### src/rtl/apb_wakeup_pkg.sv
// Shared definitions for the wakeup/PMU APB register slave and its configuration master.
//   - register byte offsets inside the wakeup block
//   - fixed signature value readable at offset 0
//   - APB master FSM state encoding
package apb_wakeup_pkg;

    localparam logic [3:0] WU_ADDR_SIGNATURE = 4'h0;
    localparam logic [3:0] WU_ADDR_SCRATCH   = 4'h4;
    localparam logic [3:0] WU_ADDR_PMU_EN    = 4'h8;
    localparam logic [3:0] WU_ADDR_PMU_MODE  = 4'hC;

    localparam logic [31:0] WU_SIGNATURE = 32'h00DA41DE;

    typedef enum logic [1:0] {
        IDLE   = 2'd0,
        SETUP  = 2'd1,
        ACCESS = 2'd2,
        RESP   = 2'd3
    } apb_mst_state_e;

endpackage

### src/rtl/apb_wakeup_cfg_master_if.sv
// Bus bundle for apb_wakeup_cfg_master: command/response port toward the SoC control
// FSM plus the APB initiator signals toward the wakeup slave.
//   master modport : the APB initiator (drives cmd_ready/rsp_*/busy and APB requests)
//   slave  modport : the environment (drives commands, rsp_ready and APB completion)
interface apb_wakeup_cfg_master_if #(
    parameter int APB_ADDR_WIDTH = 12
);
    logic                      cmd_valid_i;
    logic                      cmd_ready_o;
    logic                      cmd_write_i;
    logic [APB_ADDR_WIDTH-1:0] cmd_addr_i;
    logic [31:0]               cmd_wdata_i;
    logic                      rsp_valid_o;
    logic                      rsp_ready_i;
    logic [31:0]               rsp_rdata_o;
    logic                      rsp_err_o;
    logic                      rsp_timeout_o;
    logic                      busy_o;
    logic [APB_ADDR_WIDTH-1:0] PADDR;
    logic [31:0]               PWDATA;
    logic                      PWRITE;
    logic                      PSEL;
    logic                      PENABLE;
    logic [31:0]               PRDATA;
    logic                      PREADY;
    logic                      PSLVERR;

    modport master (
        input  cmd_valid_i, cmd_write_i, cmd_addr_i, cmd_wdata_i, rsp_ready_i,
               PRDATA, PREADY, PSLVERR,
        output cmd_ready_o, rsp_valid_o, rsp_rdata_o, rsp_err_o, rsp_timeout_o, busy_o,
               PADDR, PWDATA, PWRITE, PSEL, PENABLE
    );

    modport slave (
        output cmd_valid_i, cmd_write_i, cmd_addr_i, cmd_wdata_i, rsp_ready_i,
               PRDATA, PREADY, PSLVERR,
        input  cmd_ready_o, rsp_valid_o, rsp_rdata_o, rsp_err_o, rsp_timeout_o, busy_o,
               PADDR, PWDATA, PWRITE, PSEL, PENABLE
    );
endinterface

### src/rtl/apb_wakeup_cfg_tmo.sv
// Saturating PREADY wait counter for the APB master.
//   HCLK, HRESET : clock, async active-high reset
//   clr          : restart the count (SETUP phase)
//   inc          : one more ACCESS cycle without PREADY
//   expired      : current ACCESS cycle is the last one allowed (TIMEOUT_CYCLES-1 stalls seen)
module apb_wakeup_cfg_tmo #(
    parameter int TIMEOUT_W      = 16,
    parameter int TIMEOUT_CYCLES = 1024
) (
    input  logic HCLK,
    input  logic HRESET,
    input  logic clr,
    input  logic inc,
    output logic expired
);
    if (TIMEOUT_CYCLES < 0 || longint'(TIMEOUT_CYCLES) >= (64'd1 << TIMEOUT_W)) begin : g_bad_cfg
        $error("apb_wakeup_cfg_tmo: TIMEOUT_CYCLES must fit in TIMEOUT_W bits");
    end

    localparam logic [TIMEOUT_W-1:0] CNT_MAX  = '1;
    // Wraps to all-ones when TIMEOUT_CYCLES is 0; the enable term below masks that case.
    localparam logic [TIMEOUT_W-1:0] CNT_LAST = TIMEOUT_W'(TIMEOUT_CYCLES - 1);

    logic [TIMEOUT_W-1:0] cnt;

    always_ff @(posedge HCLK or posedge HRESET) begin
        if (HRESET)
            cnt <= '0;
        else if (clr)
            cnt <= '0;
        else if (inc && cnt != CNT_MAX)
            cnt <= cnt + 1'b1;
    end

    assign expired = (TIMEOUT_CYCLES != 0) && (cnt == CNT_LAST);
endmodule

### src/rtl/apb_wakeup_cfg_master.sv
// APB initiator for the wakeup/PMU register slave. Each accepted command becomes one
// SETUP/ACCESS transfer; the result (read data, PSLVERR or timeout) is returned on the
// response port and held until consumed. One command outstanding at a time.
//   HCLK, HRESET : clock, async active-high reset
//   bus (master) : cmd_* / rsp_* / busy_o handshake and the APB request/response signals
module apb_wakeup_cfg_master
    import apb_wakeup_pkg::*;
#(
    parameter int APB_ADDR_WIDTH = 12,
    parameter int TIMEOUT_W      = 16,
    parameter int TIMEOUT_CYCLES = 1024
) (
    input  logic                   HCLK,
    input  logic                   HRESET,
    apb_wakeup_cfg_master_if.master bus
);
    apb_mst_state_e            state_q, state_d;
    logic                      psel_q, psel_d, penable_q, penable_d, pwrite_q, pwrite_d;
    logic [APB_ADDR_WIDTH-1:0] paddr_q, paddr_d;
    logic [31:0]               pwdata_q, pwdata_d, rdata_q, rdata_d;
    logic                      rsp_valid_q, rsp_valid_d, err_q, err_d, tmo_q, tmo_d;
    logic                      tmo_clr, tmo_inc, tmo_expired;

    apb_wakeup_cfg_tmo #(
        .TIMEOUT_W      (TIMEOUT_W),
        .TIMEOUT_CYCLES (TIMEOUT_CYCLES)
    ) u_tmo (
        .HCLK    (HCLK),
        .HRESET  (HRESET),
        .clr     (tmo_clr),
        .inc     (tmo_inc),
        .expired (tmo_expired)
    );

    // Registered outputs are computed from the next state so PSEL/PENABLE/rsp_valid
    // line up with the state the FSM is entering.
    always_comb begin
        state_d     = state_q;
        psel_d      = psel_q;
        penable_d   = penable_q;
        pwrite_d    = pwrite_q;
        paddr_d     = paddr_q;
        pwdata_d    = pwdata_q;
        rsp_valid_d = rsp_valid_q;
        rdata_d     = rdata_q;
        err_d       = err_q;
        tmo_d       = tmo_q;
        tmo_clr     = 1'b0;
        tmo_inc     = 1'b0;
        case (state_q)
            IDLE: begin
                if (bus.cmd_valid_i) begin
                    state_d  = SETUP;
                    psel_d   = 1'b1;
                    pwrite_d = bus.cmd_write_i;
                    paddr_d  = bus.cmd_addr_i;
                    pwdata_d = bus.cmd_write_i ? bus.cmd_wdata_i : 32'h0;
                end
            end
            SETUP: begin
                state_d   = ACCESS;
                penable_d = 1'b1;
                tmo_clr   = 1'b1;
            end
            ACCESS: begin
                // PREADY is tested first so a completion on the last allowed cycle wins.
                if (bus.PREADY) begin
                    state_d     = RESP;
                    psel_d      = 1'b0;
                    penable_d   = 1'b0;
                    rsp_valid_d = 1'b1;
                    rdata_d     = pwrite_q ? 32'h0 : bus.PRDATA;
                    err_d       = bus.PSLVERR;
                    tmo_d       = 1'b0;
                end else begin
                    tmo_inc = 1'b1;
                    if (tmo_expired) begin
                        state_d     = RESP;
                        psel_d      = 1'b0;
                        penable_d   = 1'b0;
                        rsp_valid_d = 1'b1;
                        rdata_d     = 32'h0;
                        err_d       = 1'b1;
                        tmo_d       = 1'b1;
                    end
                end
            end
            RESP: begin
                if (bus.rsp_ready_i) begin
                    state_d     = IDLE;
                    rsp_valid_d = 1'b0;
                end
            end
            default: state_d = IDLE;
        endcase
    end

    always_ff @(posedge HCLK or posedge HRESET) begin
        if (HRESET) begin
            state_q     <= IDLE;
            psel_q      <= 1'b0;
            penable_q   <= 1'b0;
            pwrite_q    <= 1'b0;
            paddr_q     <= '0;
            pwdata_q    <= '0;
            rsp_valid_q <= 1'b0;
            rdata_q     <= '0;
            err_q       <= 1'b0;
            tmo_q       <= 1'b0;
        end else begin
            state_q     <= state_d;
            psel_q      <= psel_d;
            penable_q   <= penable_d;
            pwrite_q    <= pwrite_d;
            paddr_q     <= paddr_d;
            pwdata_q    <= pwdata_d;
            rsp_valid_q <= rsp_valid_d;
            rdata_q     <= rdata_d;
            err_q       <= err_d;
            tmo_q       <= tmo_d;
        end
    end

    // Ready is gated by reset so it reads 0 while held and 1 in the very first IDLE cycle after release.
    assign bus.cmd_ready_o   = (state_q == IDLE) && !HRESET;
    assign bus.busy_o        = (state_q != IDLE);
    assign bus.rsp_valid_o   = rsp_valid_q;
    assign bus.rsp_rdata_o   = rdata_q;
    assign bus.rsp_err_o     = err_q;
    assign bus.rsp_timeout_o = tmo_q;
    assign bus.PSEL          = psel_q;
    assign bus.PENABLE       = penable_q;
    assign bus.PWRITE        = pwrite_q;
    assign bus.PADDR         = paddr_q;
    assign bus.PWDATA        = pwdata_q;
endmodule

### src/flat_wrapper.sv
// flat-port wrapper written by rule: the top's interface ports become plain ports
module apb_wakeup_cfg_master_flat import apb_wakeup_pkg::*;
#(
    parameter int APB_ADDR_WIDTH = 12,
    parameter int TIMEOUT_W      = 16,
    parameter int TIMEOUT_CYCLES = 1024
)
  (HCLK, HRESET, bus_cmd_valid_i, bus_cmd_write_i, bus_cmd_addr_i, bus_cmd_wdata_i, bus_rsp_ready_i, bus_PRDATA, bus_PREADY, bus_PSLVERR, bus_cmd_ready_o, bus_rsp_valid_o, bus_rsp_rdata_o, bus_rsp_err_o, bus_rsp_timeout_o, bus_busy_o, bus_PADDR, bus_PWDATA, bus_PWRITE, bus_PSEL, bus_PENABLE);
  apb_wakeup_cfg_master_if #(.APB_ADDR_WIDTH(APB_ADDR_WIDTH)) bus_i ();
  input  logic HCLK;
  input  logic HRESET;
  input wire logic [$bits(bus_i.cmd_valid_i)-1:0] bus_cmd_valid_i;
  input wire logic [$bits(bus_i.cmd_write_i)-1:0] bus_cmd_write_i;
  input wire logic [$bits(bus_i.cmd_addr_i)-1:0] bus_cmd_addr_i;
  input wire logic [$bits(bus_i.cmd_wdata_i)-1:0] bus_cmd_wdata_i;
  input wire logic [$bits(bus_i.rsp_ready_i)-1:0] bus_rsp_ready_i;
  input wire logic [$bits(bus_i.PRDATA)-1:0] bus_PRDATA;
  input wire logic [$bits(bus_i.PREADY)-1:0] bus_PREADY;
  input wire logic [$bits(bus_i.PSLVERR)-1:0] bus_PSLVERR;
  output wire logic [$bits(bus_i.cmd_ready_o)-1:0] bus_cmd_ready_o;
  output wire logic [$bits(bus_i.rsp_valid_o)-1:0] bus_rsp_valid_o;
  output wire logic [$bits(bus_i.rsp_rdata_o)-1:0] bus_rsp_rdata_o;
  output wire logic [$bits(bus_i.rsp_err_o)-1:0] bus_rsp_err_o;
  output wire logic [$bits(bus_i.rsp_timeout_o)-1:0] bus_rsp_timeout_o;
  output wire logic [$bits(bus_i.busy_o)-1:0] bus_busy_o;
  output wire logic [$bits(bus_i.PADDR)-1:0] bus_PADDR;
  output wire logic [$bits(bus_i.PWDATA)-1:0] bus_PWDATA;
  output wire logic [$bits(bus_i.PWRITE)-1:0] bus_PWRITE;
  output wire logic [$bits(bus_i.PSEL)-1:0] bus_PSEL;
  output wire logic [$bits(bus_i.PENABLE)-1:0] bus_PENABLE;
  assign bus_i.cmd_valid_i = bus_cmd_valid_i;
  assign bus_i.cmd_write_i = bus_cmd_write_i;
  assign bus_i.cmd_addr_i = bus_cmd_addr_i;
  assign bus_i.cmd_wdata_i = bus_cmd_wdata_i;
  assign bus_i.rsp_ready_i = bus_rsp_ready_i;
  assign bus_i.PRDATA = bus_PRDATA;
  assign bus_i.PREADY = bus_PREADY;
  assign bus_i.PSLVERR = bus_PSLVERR;
  assign bus_cmd_ready_o = bus_i.cmd_ready_o;
  assign bus_rsp_valid_o = bus_i.rsp_valid_o;
  assign bus_rsp_rdata_o = bus_i.rsp_rdata_o;
  assign bus_rsp_err_o = bus_i.rsp_err_o;
  assign bus_rsp_timeout_o = bus_i.rsp_timeout_o;
  assign bus_busy_o = bus_i.busy_o;
  assign bus_PADDR = bus_i.PADDR;
  assign bus_PWDATA = bus_i.PWDATA;
  assign bus_PWRITE = bus_i.PWRITE;
  assign bus_PSEL = bus_i.PSEL;
  assign bus_PENABLE = bus_i.PENABLE;
  apb_wakeup_cfg_master #(.APB_ADDR_WIDTH(APB_ADDR_WIDTH), .TIMEOUT_W(TIMEOUT_W), .TIMEOUT_CYCLES(TIMEOUT_CYCLES)) u_core (.HCLK(HCLK), .HRESET(HRESET), .bus(bus_i));
endmodule
### config.mk
export PLATFORM = sky130hd
export DESIGN_NAME = apb_wakeup_cfg_master_flat
export DESIGN_NICKNAME = d
export VERILOG_FILES = /design/src/rtl/apb_wakeup_pkg.sv /design/src/rtl/apb_wakeup_cfg_master_if.sv /design/src/rtl/apb_wakeup_cfg_tmo.sv /design/src/rtl/apb_wakeup_cfg_master.sv /design/src/flat_wrapper.sv
export SDC_FILE = /design/constraint.sdc
export NUM_CORES = 1
export LEC_CHECK = 0
export ABC_AREA = 0
export CAP_MARGIN = 25
export CORE_MARGIN = 3
export CORE_UTILIZATION = 45
export DETAILED_ROUTE_END_ITERATION = 6
export GPL_ROUTABILITY_DRIVEN = 0
export GPL_TIMING_DRIVEN = 0
export PLACE_DENSITY = 0.86
export SETUP_SLACK_MARGIN = 0.4
export SLEW_MARGIN = 25
export SYNTH_ARGS = -nofsm -noshare
export SYNTH_HDL_FRONTEND = slang
export SYNTH_SLANG_ARGS = --single-unit
### constraint.sdc
create_clock -name HCLK -period 4.54 [get_ports HCLK]
set_input_delay 1.135 -clock HCLK [delete_from_list [all_inputs] [get_ports HCLK]]
set_output_delay 1.135 -clock HCLK [all_outputs]
set_load 0.005 [all_outputs]
## Word-level counts from Yosys, hierarchy flattened

Cells that the tools add are included.

| word-level totals | value |
|---|---|
| output and inout port bits | 84 |
| bits of input ports | 83 |
| register bits | 100 |
| word-level logic and storage cells | 61 |

| cells by class | value |
|---|---|
| eq/ne operators | 8 |
| add/subtract/negate cells | 1 |
| muxes and demuxes | 25 |
| reduce and logical (&&, ||, !) cells | 16 |

Operator list:

| cell | number |
|---|---|
| 2-to-1 mux 32 bit | 4 |
| 2-to-1 mux 16 bit | 2 |
| adder 16 x 1 -> 16 bit, second input constant | 1 |
| equality test 16 x 10 -> 1 bit, second input constant | 1 |
| != test 16 bit, second input constant | 1 |
| nonzero test 2 bit | 6 |
| 2-to-1 mux 1 bit | 11 |
| AND reduction 3 bit | 3 |
| 2-to-1 mux 2 bit | 4 |
| case mux 2 bit (4 select lines) | 1 |
| case mux 1 bit (2 select lines) | 3 |
| AND reduction 2 bit | 3 |
| equality test 2 bit, second input constant | 2 |
| != test 2 bit, second input constant | 2 |
| != test 3 x 2 -> 1 bit, second input constant | 1 |
| equality test 2 x 1 -> 1 bit, second input constant | 1 |
| logical AND 1 bit | 2 |
| logical NOT 2 bit | 1 |
| logical NOT 1 bit | 1 |

## Depth between registers and ports, before layout

| logic depth | value |
|---|---|
| word-level depth | 5 |
| mapped depth | 8 |
| gate-level depth less buffers | 6 |

## Cells and area by module

A second synthesis with hierarchy kept.

| second synthesis, totals | value |
|---|---|
| cell total of the unflattened synthesis | 443 |
| area total of the unflattened synthesis | 4350.4 um^2 |

By module, submodules not included:

| module | area each (um^2) | sequential area each (um^2) | instances | cells each |
|---|---|---|---|---|
| apb_wakeup_cfg_master | 3383.2 | 2102.0 | 1 | 347 |
| apb_wakeup_cfg_tmo | 967.2 | 400.4 | 1 | 96 |

## Worst setup path before layout

OpenSTA, ideal clock, no wires.

| path | value |
|---|---|
| path kind | input port to flip-flop |
| from | input port bus_PREADY |
| to | register u_core.u_tmo.cnt[11] |
| data arrival time | 2.360 ns |
| path buffers | 0 |
| data required time | 4.412 ns |
| library setup time | 0.128 ns |
| stages | 4 |
| path slack | 2.052 ns |
| cell sequence | and3b_1 or4b_4 a211oi_2 mux2_1 |

| between the ends | value |
|---|---|
| cells in the longest elaborated chain, start to end | 4 |

Ends and longest elaborated chain:

| element | line | text |
|---|---|---|
| from (decl) | flat_wrapper.sv:18 | `input wire logic [$bits(bus_i.PREADY)-1:0] bus_PREADY;` |
| 2-to-1 mux 1 bit | apb_wakeup_cfg_master.sv:67 | `if (bus.PREADY) begin` |
| 2-to-1 mux 1 bit | apb_wakeup_cfg_master.sv:50 | `case (state_q)` |
| logical AND 1 bit | apb_wakeup_cfg_tmo.sv:31 | `else if (inc && cnt != CNT_MAX)` |
| nonzero test 2 bit (no line) | n/a |  |
| to (signal assigned) | apb_wakeup_cfg_tmo.sv:32 | `cnt <= cnt + 1'b1;` |
| to (decl) | apb_wakeup_cfg_tmo.sv:24 | `logic [TIMEOUT_W-1:0] cnt;` |

Every way passes these cells.
A chain may end at the register's enable or synchronous reset.

## Worst setup path in the final report

| path | value |
|---|---|
| from | input port HRESET |
| to | output port bus_cmd_ready_o |

| between the ends | value |
|---|---|
| cells in the longest elaborated chain, start to end | 2 |

Ends and longest elaborated chain:

| element | line | text |
|---|---|---|
| from (decl) | flat_wrapper.sv:11 | `input logic HRESET;` |
| logical NOT 1 bit (no line) | n/a |  |
| logical AND 1 bit | apb_wakeup_cfg_master.sv:125 | `assign bus.cmd_ready_o = (state_q == IDLE) && !HRESET;` |
| to (decl) | flat_wrapper.sv:20 | `output wire logic [$bits(bus_i.cmd_ready_o)-1:0] bus_cmd_ready_o;` |

Every way passes these cells.

==> impl_metrics.py <==
metrics = {
    "placed_design": {
        "pre_cts_slack_ns": 1.13,
        "io_buffers": 165,
        "dpl.hpwl_um": 9360,
    },
    "synthesis": {
        "ys_seq_elements": 100,
        "syn_avg_cell_area_sq_um": 9.20,
        "syn_nets": 586,
        "synthArstFlopShare_pct": 100,
        "ys_warn_count": 0,
        "ys_types": 43,
        "synth_top_cell_area_share_pct": 54.7,
        "synth_area_leaders": "dfrtp_1, nand2_1, a22oi_1, nand3_1, o21ai_0",
        "synth_cells": 497,
        "synth_top_area_cell": "dfrtp_1",
        "ys_seq_area_share_pct": 54.7,
        "syn-cell-area_sq_um": 4570,
        "synth_ff_type": "dfrtp_1",
        "synth-edff-count": 0,
    },
    "critical_path": {
        "path_class": "in -> out",
        "worstPathRequired_ns": 3.40,
        "rr_endpoint": "u_core.u_tmo.cnt[11]$_DFFE_PP0P_",
        "r2r_slack_ns": 2.17,
        "endpoint_kind": "primary output",
        "reg2reg_depth": 7,
        "cp_data_arrival_time_ns": 2.28,
        "timing.rr.start": "u_core.state_q[0]$_DFFE_PP0P_",
        "worst_setup_path_start_kind": "primary input",
        "crit_fanout": 2,
    },
    "detailed_routing": {
        "drc": 0,
        "avgRoutedWirePerCell_um": 15.3,
        "firstDrtPassIters": 4,
        "route.detailed.vias_per_inst": 5.15,
        "wirelength_um": 12400,
        "dr_total_vias": 4185,
        "postRouteAntennaNets": 0,
        "drtIter0Drc": 278,
    },
    "die": {
        "ios": 167,
        "die_w_um": 107,
        "die-area_sq_um": 11400,
        "core_sq_um": 9820,
        "start_util_pct": 46.6,
        "fp.dieH_um": 107,
        "num_rows": 36,
    },
    "worst_hold_path": {
        "hold_path.class": "reg -> reg",
        "hold_depth": 2,
        "worstHoldStart": "u_core.bus.PWDATA[1]$_DFFE_PP0P_",
        "hold_end": "u_core.bus.PWDATA[1]$_DFFE_PP0P_",
    },
    "clocking": {
        "clockRootBuffer": "clkbuf_8",
        "post_cts_buffers": 0,
        "clk_path_buf_depth": 2,
        "post_cts_resized": 0,
        "clk_latency_ns": 0.36,
        "clk_pin_slew_worst_paths_ns": 0.10,
        "cts_made_buffers": 9,
        "cts_tree": "done",
        "holdBufCountCts": 0,
        "h-tree-depth": 3,
        "cts.sinks": 100,
    },
    "sta": {
        "maxSlewHeadroom_pct": 60.2,
        "skew_ns": 0.0134,
        "max_clock_freq_ghz": 0.293,
        "final_hold_viol_count": 0,
        "report.final.setup_viol": 0,
        "min_period_ns": 3.41,
        "drv_slew": 0,
        "rsz0062_at_grt": "no",
        "fin_setup_tns_ns": 0,
        "fin_crit_sh_pct": 75.1,
        "worst_pin_slew_ns": 0.592,
        "worst_slack_ns": 1.13,
    },
    "global_route": {
        "grt_max_degree": 67,
        "gr-total-overflow": 0,
        "grtUsageMet1_pct": 27.1,
        "met2_usage_pct": 37.2,
        "grt_usage_pct": 22.3,
        "gr-usage-met3_pct": 8.79,
        "grt_pass1_wl_um": 20700,
        "grt_pass1_vias": 4338,
        "busiest_layer": "met2",
        "antenna_found_initial": 0,
    },
    "run_status": {
        "outcome": "finished clean",
    },
    "cells_and_area": {
        "syn2layout_area_growth_pct": 44.3,
        "nets": 763,
        "drive_gt1_share_pct": 5.01,
        "antenna_cells": 0,
    },
    "flow_run": {
        "cap_violations": 0,
    },
    "power": {
        "p_leak_nw": 3.07,
        "sw_frac_of_total_pct": 35.5,
        "clkPwrFrac_pct": 14.2,
        "finalPower_mw": 3.73,
        "power_density_nw_per_um2": 566,
        "p_seq_share_pct": 39.5,
        "internal_power_mw": 2.41,
        "p_sw_mw": 1.32,
        "p_comb_share_pct": 46.3,
        "peakVddDrop_v": 0.000358,
    },
}
==> flip-flops by register name, indices dropped and copies added, names as in the netlist <==
register	cells
u_core.bus.rsp_timeout_o	1
u_core.bus.rsp_valid_o	1
u_core.bus.rsp_rdata_o	32
u_core.bus.PADDR	12
u_core.bus.PSEL	1
u_core.bus.PENABLE	1
u_core.u_tmo.cnt	16
u_core.bus.PWDATA	32
u_core.state_q	2
u_core.bus.rsp_err_o	1
u_core.bus.PWRITE	1
==> how the worst max path moves through the flow <==
stage / cells past startpoint / start / slack (ns) / endpoint
finish: 3 / HRESET / 1.13 / bus_cmd_ready_o
global route: 3 / HRESET / 1.07 / bus_cmd_ready_o
CTS: 3 / HRESET / 1.12 / bus_cmd_ready_o
detailed placement: 3 / HRESET / 1.13 / bus_cmd_ready_o
global placement: 2 / HRESET / -0.68 / u_core.u_tmo.cnt[12]$_DFFE_PP0P_
floorplan: 1 / HRESET / 0.79 / u_core.bus.PADDR[0]$_DFFE_PP0P_
==> cells in the final DEF (no fill, tap or decap), types with 2 or more instances in the layout <==
cell type,count
mux2_1,2
buf_2,2
mux2_2,8
nor3_1,2
inv_6,2
ha_1,6
a21oi_1,12
clkbuf_8,9
o311ai_0,2
a31oi_1,3
dfrtp_1,100
clkbuf_1,27
and3_1,2
nand2b_1,3
nor2b_1,11
mux2i_1,3
a211o_1,2
a22oi_1,32
nor2_1,22
inv_1,43
o21ai_0,35
clkinvlp_4,2
clkdlybuf4s50_1,165
nor4_1,6
nand2_1,112
nand3_1,39
a211oi_2,2
o31ai_1,2
==> synthesized netlist by cell type, drive strengths merged, types with 2 or more instances <==
master and number:
a211o 2, a211oi 3, a21oi 12, a22oi 32, a31oi 3, and3 2, buf 3, clkbuf 26
dfrtp 100, ha 6, inv 45, mux2 10, mux2i 3, nand2 112, nand2b 3, nand3 39
nand4 2, nor2 22, nor2b 11, nor3 2, nor4 6, o21ai 35, o311ai 2, o31ai 2
or4 2
==> worst max-delay path, stage by stage <==
cell,delay [ns]
clkdlybuf4s50_1,0.51
nor2_1,0.13
clkdlybuf4s50_1,0.51
==> stage by stage <==
step | area [sq um] | util (%) | hold slack [ns] | cells
2_1_floorplan | 4570 | - | 0.463 | 497
3_3_place_gp | 6390 | 65.1 | 0.449 | 795
3_5_place_dp | 6420 | 65.4 | 0.456 | 796
4_1_cts | 6600 | 67.2 | 0.476 | 812
5_1_grt | 6600 | 67.2 | 0.499 | 812
6_report | 6600 | 67.2 | 0.470 | 812
==> power groups by stage <==
stage	Combinational, mW	Clock (mW)	Sequential [mW]
2_1_floorplan	0.723	0	1.49
3_3_place_gp	1.67	0	1.47
3_5_place_dp	1.74	0	1.49
4_1_cts	1.75	0.540	1.48
5_1_grt	1.93	0.577	1.53
6_report	1.73	0.528	1.48
==> final cells by class <==
cell class / count / area (sq um)
buffer: 29 / 111
clock buffer: 10 / 128
clock inverter: 6 / 48.8
fill: 798 / 3220
inverter: 45 / 174
multi-input combinational: 323 / 1790
sequential: 100 / 2500
tap: 133 / 166
timing repair buffer: 166 / 1680
==> cell families after synthesis <==
| family | synth area share, % |
|---|---|
| simple gates | 20.7 |
| flops | 54.7 |
| compound gates | 13.7 |
| buf+inv | 6.13 |
| mux | 3.12 |
| fa+ha+maj | 1.64 |
==> metal layers <==
metal	wire length [um]	up-vias
met5	0	-
met4	228	0
met3	1210	22
met2	5960	173
met1	5010	1968
li1	-	2022
No activity file was read; power rests on OpenSTA's default activity.
